[src/rtl/serial_deserializer_pkg.sv]
// Shared types and constants for the serial deserializer.
// Optional parity stage is selected by SERDES_PARITY_CHECK_EN (see top).
package ser_pkg;

  typedef enum logic [1:0] {
    ST_IDLE   = 2'd0,
    ST_SHIFT  = 2'd1,
    ST_PARITY = 2'd2
  } state_e;

  localparam logic DIR_LSB_FIRST = 1'b0;
  localparam logic DIR_MSB_FIRST = 1'b1;

  typedef enum logic [1:0] {
    SH_HOLD  = 2'd0,
    SH_LEFT  = 2'd1,
    SH_RIGHT = 2'd2,
    SH_CLEAR = 2'd3
  } shift_op_e;

  // MSB-first framing fills from bit 0 upward; LSB-first fills from the top down.
  function automatic shift_op_e dir_to_op(input logic dir);
    return (dir == DIR_MSB_FIRST) ? SH_LEFT : SH_RIGHT;
  endfunction

endpackage

[src/rtl/serial_deserializer_if.sv]
// Serial input / parallel output bundle of the deserializer.
interface serial_deserializer_if #(
  parameter int unsigned WIDTH = 4
);
  logic             sin_valid;
  logic             sin;
  logic             frame_start;
  logic             msb_first;
  logic [WIDTH-1:0] q;
  logic             q_valid;
  logic             busy;
  logic             frame_err;
  logic             parity_err;

  modport master (
    output sin_valid, sin, frame_start, msb_first,
    input  q, q_valid, busy, frame_err, parity_err
  );

  modport slave (
    input  sin_valid, sin, frame_start, msb_first,
    output q, q_valid, busy, frame_err, parity_err
  );
endinterface

[src/rtl/serial_deserializer_shift_core.sv]
// SIPO shift register with hold / shift-left / shift-right / clear controls.
// word_c is the value the register takes on the coming edge.
module sipo_shift_core
  import ser_pkg::*;
#(
  parameter int unsigned WIDTH = 4
) (
  input  logic             clk,
  input  logic             reset,
  input  shift_op_e        op,
  input  logic             sin,
  output logic [WIDTH-1:0] word_c
);

  logic [WIDTH-1:0] data;

  // Next-value selection for the shift register.
  always_comb begin
    word_c = data;
    case (op)
      SH_LEFT:  word_c = {data[WIDTH-2:0], sin};
      SH_RIGHT: word_c = {sin, data[WIDTH-1:1]};
      SH_CLEAR: word_c = '0;
      default:  word_c = data;
    endcase
  end

  // Shift register storage.
  always_ff @(posedge clk or negedge reset) begin
    if (!reset) begin
      data <= '0;
    end else begin
      data <= word_c;
    end
  end

endmodule

[src/rtl/serial_deserializer.sv]
// Serial-in / parallel-out receiver: assembles framed bits into WIDTH-bit words.
// Define SERDES_PARITY_CHECK_EN to append an even-parity bit to every frame.
module serial_deserializer
  import ser_pkg::*;
#(
  parameter int unsigned WIDTH = 4
) (
  input  logic                  clk,
  input  logic                  reset,
  serial_deserializer_if.slave  bus
);

  localparam int unsigned CW = $clog2(WIDTH + 1);

  state_e           state, state_next;
  logic [CW-1:0]    cnt, cnt_next;
  logic             dir, dir_next;
  logic [WIDTH-1:0] q_r, q_next;
  logic             q_valid_r, q_valid_next;
  logic             busy_r;
  logic             frame_err_r, frame_err_next;
  logic             parity_err_r, parity_err_next;
  shift_op_e        op_c;
  logic [WIDTH-1:0] word_c;
  logic             start_c;

  assign start_c = bus.sin_valid & bus.frame_start;

  sipo_shift_core #(.WIDTH(WIDTH)) u_core (
    .clk    (clk),
    .reset  (reset),
    .op     (op_c),
    .sin    (bus.sin),
    .word_c (word_c)
  );

  // Shift-register control; a frame start always uses the fresh direction.
  always_comb begin
    op_c = SH_HOLD;
    case (state)
      ST_IDLE: begin
        op_c = start_c ? dir_to_op(bus.msb_first) : SH_CLEAR;
      end
      ST_SHIFT: begin
        if (start_c) begin
          op_c = dir_to_op(bus.msb_first);
        end else if (bus.sin_valid) begin
          op_c = dir_to_op(dir);
        end
      end
`ifdef SERDES_PARITY_CHECK_EN
      ST_PARITY: begin
        if (start_c) begin
          op_c = dir_to_op(bus.msb_first);
        end
      end
`endif
      default: op_c = SH_HOLD;
    endcase
  end

  // Frame FSM next state, bit counter and output updates.
  always_comb begin
    state_next      = state;
    cnt_next        = cnt;
    dir_next        = dir;
    q_next          = q_r;
    q_valid_next    = 1'b0;
    frame_err_next  = 1'b0;
    parity_err_next = 1'b0;
    case (state)
      ST_IDLE: begin
        if (start_c) begin
          dir_next   = bus.msb_first;
          cnt_next   = CW'(1);
          state_next = ST_SHIFT;
        end
      end
      ST_SHIFT: begin
        if (start_c) begin
          frame_err_next = 1'b1;
          dir_next       = bus.msb_first;
          cnt_next       = CW'(1);
        end else if (bus.sin_valid) begin
          if (cnt == CW'(WIDTH - 1)) begin
`ifdef SERDES_PARITY_CHECK_EN
            cnt_next   = CW'(WIDTH);
            state_next = ST_PARITY;
`else
            q_next       = word_c;
            q_valid_next = 1'b1;
            cnt_next     = '0;
            state_next   = ST_IDLE;
`endif
          end else begin
            cnt_next = cnt + CW'(1);
          end
        end
      end
`ifdef SERDES_PARITY_CHECK_EN
      ST_PARITY: begin
        if (start_c) begin
          frame_err_next = 1'b1;
          dir_next       = bus.msb_first;
          cnt_next       = CW'(1);
          state_next     = ST_SHIFT;
        end else if (bus.sin_valid) begin
          q_next          = word_c;
          q_valid_next    = 1'b1;
          parity_err_next = (^word_c) ^ bus.sin;
          cnt_next        = '0;
          state_next      = ST_IDLE;
        end
      end
`endif
      default: begin
        state_next = ST_IDLE;
        cnt_next   = '0;
      end
    endcase
  end

  // State and registered outputs.
  always_ff @(posedge clk or negedge reset) begin
    if (!reset) begin
      state        <= ST_IDLE;
      cnt          <= '0;
      dir          <= DIR_LSB_FIRST;
      q_r          <= '0;
      q_valid_r    <= 1'b0;
      busy_r       <= 1'b0;
      frame_err_r  <= 1'b0;
      parity_err_r <= 1'b0;
    end else begin
      state        <= state_next;
      cnt          <= cnt_next;
      dir          <= dir_next;
      q_r          <= q_next;
      q_valid_r    <= q_valid_next;
      busy_r       <= (state_next != ST_IDLE);
      frame_err_r  <= frame_err_next;
      parity_err_r <= parity_err_next;
    end
  end

  assign bus.q          = q_r;
  assign bus.q_valid    = q_valid_r;
  assign bus.busy       = busy_r;
  assign bus.frame_err  = frame_err_r;
  assign bus.parity_err = parity_err_r;

endmodule

[src/flat_wrapper.sv]
// flat-port wrapper written by rule: the top's interface ports become plain ports
module serial_deserializer_flat import ser_pkg::*;
#(
  parameter int unsigned WIDTH = 4
)
  (clk, reset, bus_sin_valid, bus_sin, bus_frame_start, bus_msb_first, bus_q, bus_q_valid, bus_busy, bus_frame_err, bus_parity_err);
  serial_deserializer_if #(.WIDTH(WIDTH)) bus_i ();
  input  logic clk;
  input  logic reset;
  input wire logic [$bits(bus_i.sin_valid)-1:0] bus_sin_valid;
  input wire logic [$bits(bus_i.sin)-1:0] bus_sin;
  input wire logic [$bits(bus_i.frame_start)-1:0] bus_frame_start;
  input wire logic [$bits(bus_i.msb_first)-1:0] bus_msb_first;
  output wire logic [$bits(bus_i.q)-1:0] bus_q;
  output wire logic [$bits(bus_i.q_valid)-1:0] bus_q_valid;
  output wire logic [$bits(bus_i.busy)-1:0] bus_busy;
  output wire logic [$bits(bus_i.frame_err)-1:0] bus_frame_err;
  output wire logic [$bits(bus_i.parity_err)-1:0] bus_parity_err;
  assign bus_i.sin_valid = bus_sin_valid;
  assign bus_i.sin = bus_sin;
  assign bus_i.frame_start = bus_frame_start;
  assign bus_i.msb_first = bus_msb_first;
  assign bus_q = bus_i.q;
  assign bus_q_valid = bus_i.q_valid;
  assign bus_busy = bus_i.busy;
  assign bus_frame_err = bus_i.frame_err;
  assign bus_parity_err = bus_i.parity_err;
  serial_deserializer #(.WIDTH(WIDTH)) u_core (.clk(clk), .reset(reset), .bus(bus_i));
endmodule
[config.mk]
export PLATFORM = sky130hd
export DESIGN_NAME = serial_deserializer_flat
export DESIGN_NICKNAME = d
export VERILOG_FILES = /design/src/rtl/serial_deserializer_pkg.sv /design/src/rtl/serial_deserializer_if.sv /design/src/rtl/serial_deserializer_shift_core.sv /design/src/rtl/serial_deserializer.sv /design/src/flat_wrapper.sv
export SDC_FILE = /design/constraint.sdc
export NUM_CORES = 1
export LEC_CHECK = 0
export CORE_MARGIN = 4
export CORE_UTILIZATION = 45
export CTS_CLUSTER_DIAMETER = 100
export DETAILED_ROUTE_END_ITERATION = 12
export PLACE_DENSITY_LB_ADDON = 0.3
export REMOVE_ABC_BUFFERS = 1
export SLEW_MARGIN = 0
export SYNTH_ARGS = -nofsm -noshare
export SYNTH_HDL_FRONTEND = slang
export SYNTH_HIERARCHICAL = 1
export SYNTH_SLANG_ARGS = --single-unit
[constraint.sdc]
create_clock -name clk -period 3.7 [get_ports clk]
set_input_delay 1.11 -clock clk [delete_from_list [all_inputs] [get_ports clk]]
set_output_delay 1.11 -clock clk [all_outputs]
set_load 0.02 [all_outputs]
# Word-level counts from Yosys, hierarchy flattened
# Index checks and enable logic that the tools add are counted.
dict set report op_classes {
  muxes 23
  n_reduce_logical 6
  addsub 1
  eq_ne 7
  bitwise_logic 2
}
# op count
set ops {}
lappend ops {{2-bit two-way mux} 9}
lappend ops {{3-bit two-way mux} 4}
lappend ops {{4-bit case mux with 3 select lines} 1}
lappend ops {{2-bit case mux with 2 select lines} 2}
lappend ops {{1-bit two-way mux} 6}
lappend ops {{3-bit case mux with 2 select lines} 1}
lappend ops {{2-bit by 1-bit equality test with 1-bit output (second input constant)} 2}
lappend ops {{2-bit equality test (second input constant)} 2}
lappend ops {{2-bit AND reduction} 2}
lappend ops {{4-bit AND reduction} 1}
lappend ops {{3-bit by 1-bit adder with 3-bit output (second input constant)} 1}
lappend ops {{3-bit by 2-bit equality test with 1-bit output (second input constant)} 1}
lappend ops {{3-bit by 2-bit != test with 1-bit output (second input constant)} 1}
lappend ops {{2-bit zero test} 1}
lappend ops {{2-bit by 1-bit != test with 1-bit output (second input constant)} 1}
lappend ops {{2-bit nonzero test} 1}
lappend ops {{2-bit OR reduction} 1}
lappend ops {{1-bit AND} 1}
lappend ops {{1-bit NOT} 1}
dict set report totals {
  ff_bits 17
  in_bits 6
  elab_cells 47
  output_inout_bits 8
}

# Longest topological paths before layout
dict set report depth {
  word_depth 6
  mapped_depth 7
  depth_no_buf 6
}

# Cells and area by module
# Netlist, hierarchy kept.
# module cells_each instances seq_area_each_um2 area_each_um2
set modules_own_cells {}
lappend modules_own_cells {serial_deserializer 51 1 325.3 594.3}
lappend modules_own_cells {sipo_shift_core 17 1 100.1 198.9}

# Worst setup path before layout
# No wires, ideal clock.
dict set report synth_path {
  path_kind {in2reg}
  start {input bus_frame_start}
  end {register u_core.q_r[0] (netlist: u_core/bus.q[0])}
  arrival_ns 2.388
  stages 5
  n_path_buf 0
  setup_time_ns 0.125
  t_required_ns 3.575
  slack_ns 1.187
  cell_sequence {nand2_1 inv_1 a221oi_1 o22ai_1 mux2_4}
}
dict set report synth_between {
  elab_chain_len 5
  elab_cells_between_ends 10
  classes_between {eq/ne: 3; mux: 4; bitwise: 2; reduce/logical: 1}
}
# item line
set synth_rtl {}
lappend synth_rtl {{start: declaration} flat_wrapper.sv:12} ;# input wire logic [$bits(bus_i.frame_start)-1:0] bus_frame_start;
lappend synth_rtl {{1-bit AND (*)} serial_deserializer.sv:27} ;# assign start_c = bus.sin_valid & bus.frame_start;
lappend synth_rtl {{2-bit two-way mux, on equally long branches} {serial_deserializer.sv:45, serial_deserializer.sv:42}}
lappend synth_rtl {{2-bit case mux with 2 select lines (*)} serial_deserializer.sv:40} ;# case (state)
lappend synth_rtl {{net u_core.op_c[1]} serial_deserializer.sv:23} ;# shift_op_e op_c;
lappend synth_rtl {{2-bit equality test / 2-bit by 1-bit equality test with 1-bit output (equally long branches)} serial_deserializer_shift_core.sv:20} ;# case (op)
lappend synth_rtl {{4-bit case mux with 3 select lines (*)} serial_deserializer_shift_core.sv:20}
lappend synth_rtl {{net u_core.word_c[0]} serial_deserializer.sv:24} ;# logic [WIDTH-1:0] word_c;
lappend synth_rtl {{end signal: assignment} serial_deserializer.sv:138} ;# q_r <= q_next;
lappend synth_rtl {{end: declaration} serial_deserializer.sv:18} ;# logic [WIDTH-1:0] q_r, q_next;
# Mark *: on every way through the listed nets, which the timed path passes. The rest lies on a longest branch.
# A chain may end at the register's enable or synchronous reset.

# Worst setup path in the final report
dict set report layout_path {
  start {input bus_sin_valid}
  end {register u_core.q_r[0] (netlist: u_core/bus.q[0])}
}
dict set report layout_between {
  elab_chain_len 5
  elab_cells_between_ends 11
  classes_between {eq/ne: 3; mux: 5; bitwise: 2; reduce/logical: 1}
}
# item line
set layout_rtl {}
lappend layout_rtl {{start: declaration} flat_wrapper.sv:10} ;# input wire logic [$bits(bus_i.sin_valid)-1:0] bus_sin_valid;
lappend layout_rtl {{2-bit two-way mux / 1-bit AND (equally long branches)} {serial_deserializer.sv:47, serial_deserializer.sv:27}}
lappend layout_rtl {{2-bit two-way mux, on equally long branches} {serial_deserializer.sv:45, serial_deserializer.sv:42}}
lappend layout_rtl {{2-bit case mux with 2 select lines (*)} serial_deserializer.sv:40}
lappend layout_rtl {{net u_core.op_c[0]} serial_deserializer.sv:23}
lappend layout_rtl {{2-bit equality test / 2-bit by 1-bit equality test with 1-bit output (equally long branches)} serial_deserializer_shift_core.sv:20}
lappend layout_rtl {{4-bit case mux with 3 select lines (*)} serial_deserializer_shift_core.sv:20}
lappend layout_rtl {{net u_core.word_c[0]} serial_deserializer.sv:24}
# Marked as above.

==> summary.txt <==
Floorplanning
  – Core area: 1580 sq um
  – Starting Density: 50.3%
  – Die W: 50.0 um
  – Die height: 50.0 um
  – # rows: 14
  – DIE AREA: 2500 sq um
  – # IOs: 14

Clock network
  – Root buffer cell: clkbuf_4
  – Worst-skew pair later-pin latency: 0.28 ns
  – Setup Buffers After CTS: 0
  – Post-CTS resize count: 0
  – CTS Buffer Depth: 2
  – CTS tree: built
  – CTS sink cnt: 17
  – # hold bufs at CTS: 0
  – CTS Buf Count: 3
  – CTS HTree Levels: 1
  – Clock-pin slew on the worst setup and hold paths: 0.08 ns

Layout
  – Layout cells sized above 1: 14.5%
  – Fin cells: 99
  – FILL cells: 140
  – Nets: 91
  – Ant diodes: 0
  – P&R area growth vs syn: 19.1%

Critical path
  – Critical path startpoint category: input pin
  – Worst reg2reg endpoint: u_core/bus.q[1]
  – WP buf/inv: 2
  – CP Max Fanout: 8
  – CP peak stage delay: 0.58 ns
  – Crit path from: bus_sin_valid
  – Crit path depth: 8
  – CP top delay family: buffers and inverters
  – Crit-path slowest cell: clkdlybuf4s50_1
  – Last element of the critical path: u_core/bus.q[0]
  – Worst Path Arrival: 2.81 ns
  – Critical path endpoint category: register
  – Register-to-register setup slack: 1.89 ns
  – R2r worst-path depth: 4
  – Setup CP Type: input pin to register
  – Reg-to-Reg Start: u_core/cnt[0]
  – Crit path cell chain: clkdlybuf4s50_1 > nand2_1 > o21ai_0 > a21oi_1 > buf_4 > mux2i_1 > o22ai_1 > mux2_4
  – Critical Path RT: 3.87 ns

Power and ir drop
  – Max rail drop VDD: 0.246 mV
  – Leakage: 0.461 nW
  – P per Cell Area: 367 nW/um^2

GRT
  – Tot GR Track Use: 11.9%
  – Aggregate global routing overflow: 0
  – Largest net degree at the start of global routing: 18
  – First-pass GRT wire length: 2.17 mm
  – Initial antenna violation count: 0
  – Vias in the first global route: 498

Synthesis
  – Top cell type by total area after synthesis: dfrtp_1
  – Post-synthesis sequential area ratio: 53.6%
  – Number of synthesized flops with an enable pin: 0
  – Asr flop ratio synth: 100%
  – Synth top area share: 53.6%
  – Post-Synthesis Cells: 68
  – Synth Register Bits: 17
  – Mean Syn Cell Area: 11.7 sq um
  – Ranking of synthesized cells by area: dfrtp_1 (54%), mux2_4 (7.6%), mux2i_1 (5.0%)
  – Cell with the most instances after synthesis: dfrtp_1
  – Post-Syn Area: 793 sq um
  – YS warnings: 6
  – Main synth FF type: dfrtp_1
  – Netlist cell types: 24
  – Post-synth top cells: dfrtp_1 (17), a21oi_1 (5), inv_1 (5), nand2_1 (5), o21ai_0 (5)

STA
  – Setup TNS: 0 ns
  – Final setup viols: 0
  – Clock period minus worst slack: 2.64 ns
  – Max-slew violation count: 0
  – Max_slew headroom: 53.2%
  – Setup repair after global routing missed its margin: no
  – Hold Violations, Final: 0
  – Fmax: 379 MHz
  – Worst-margin pin slew: 0.700 ns
  – Final Cycle Share: 71.4%
  – Clock Skews: 0.00691 ns

Route
  – Detailed Route WL: 1.26 mm
  – Post-DRT Antenna Nets: 0
  – Via Count: 535
  – Drt drc: 0
  – Number of DRC markers in iteration 0: 9
  – Avg WL per Cell: 12.7 um
  – First drt pass iteration count: 4
  – Drt via density: 5.40

Placement
  – # port buffers: 12
  – Final Wtd Congestion: 0.839
  – Inst Count DP: 95
  – Post-DP HPWL: 946 um

Run
  – Max Cap Violations: 0

Hold path
  – Hold Crit Class: register to register

Outcome
  – Status: finished clean
[kinds of logic (layout without fill, tap and decap cells)]
logic type / Yosys count / count (layout) / share of synthesized area [%]
other cells: 1 / 2 / 0.473
simple gates: 14 / 14 / 11.4
buf+inv: 9 / 23 / 6.78
compound gates: 17 / 17 / 12.1
mux: 9 / 9 / 14.0
fa+ha+maj: 1 / 1 / 1.58
flops: 17 / 17 / 53.6
[how the worst min path moves through the flow]
stage	to	slack [ns]	depth (start not counted)	from
after global placement	u_core/bus.q[0]	0.49	1	u_core/bus.q[0]
after CTS	u_core/bus.q[0]	0.52	1	u_core/bus.q[0]
final	u_core/bus.q[0]	0.52	1	u_core/bus.q[0]
after global routing	u_core/bus.q[0]	0.55	1	u_core/bus.q[0]
after detailed placement	u_core/bus.q[0]	0.50	1	u_core/bus.q[0]
after floorplan	u_core/cnt[2]	0.49	1	u_core/cnt[2]
[layer usage]
| layer | vias up | wire [um] | GRT usage, % |
|---|---|---|---|
| met5 | - | 0 | 0 |
| met4 | 0 | 10 | 4.15 |
| met3 | 2 | 58 | 6.33 |
| met2 | 11 | 583 | 17.2 |
| met1 | 257 | 602 | 14.8 |
| li1 | 265 | - | - |
[through the flow]
step / power, mW / cell area, sq um / hold WS [ns] / utilization [%] / worst slack (ns)
final: 0.347 / 945 / 0.519 / 59.9 / 1.06
after global routing: 0.370 / 945 / 0.550 / 59.9 / 0.830
after floorplan: 0.237 / 762 / 0.486 / - / 1.19
after global placement: 0.257 / 917 / 0.493 / 58.2 / 0.818
after detailed placement: 0.259 / 917 / 0.500 / 58.2 / 0.764
after CTS: 0.352 / 945 / 0.521 / 59.9 / 1.07
[report_power, final]
part           leakage [nW]  switching (mW)  internal (mW)
registers             0.227          0.0100          0.198
clock network        0.0177          0.0512         0.0401
logic                 0.216          0.0250         0.0225
total                 0.461          0.0862          0.261
[flip-flops by register name, summed over array words and instances (netlist names)]
signal / cells
u_core/state: 2
u_core/bus.frame_err: 1
u_core/u_core/data: 4
u_core/cnt: 3
u_core/bus.q: 4
u_core/dir: 1
u_core/bus.busy: 1
u_core/bus.q_valid: 1
[layout by cell type, fill, tap and decap left out, drive strengths merged]
cell type	Yosys	routed
a21oi	5	5
a221oi	1	1
a31oi	1	1
and2	1	1
buf	4	2
clkbuf	0	3
clkdlybuf4s50	0	12
clkinv	0	1
conb	1	2
dfrtp	17	17
ha	1	1
inv	5	5
mux2	5	5
mux2i	4	4
nand2	5	5
nand2b	1	1
nand3b	3	3
nand4b	2	2
nor2	1	1
o211a	1	1
o21ai	8	8
o22ai	1	1
or4	1	1
[worst register-to-register path: cells and delay by family (launching register included)]
family / cells / cell delay [ns]
flip-flops: 1 / 0.38
multiplexers: 1 / 0.36
AND/OR/NAND/NOR: 2 / 0.72
adder cells (fa/ha/maj): 1 / 0.24
[area by class of cell]
class | instances | area, sq um | area share [%]
clock buffer | 3 | 22.5 | 2.38
timing repair buffer | 14 | 135 | 14.3
sequential | 17 | 425 | 45.0
multi-input combinational | 43 | 318 | 33.6
clock inverter | 1 | 5.00 | 0.530
inverter | 5 | 18.8 | 1.99
tap | 16 | 20.0 | 2.12
No activity file was read; power rests on OpenSTA's default activity.
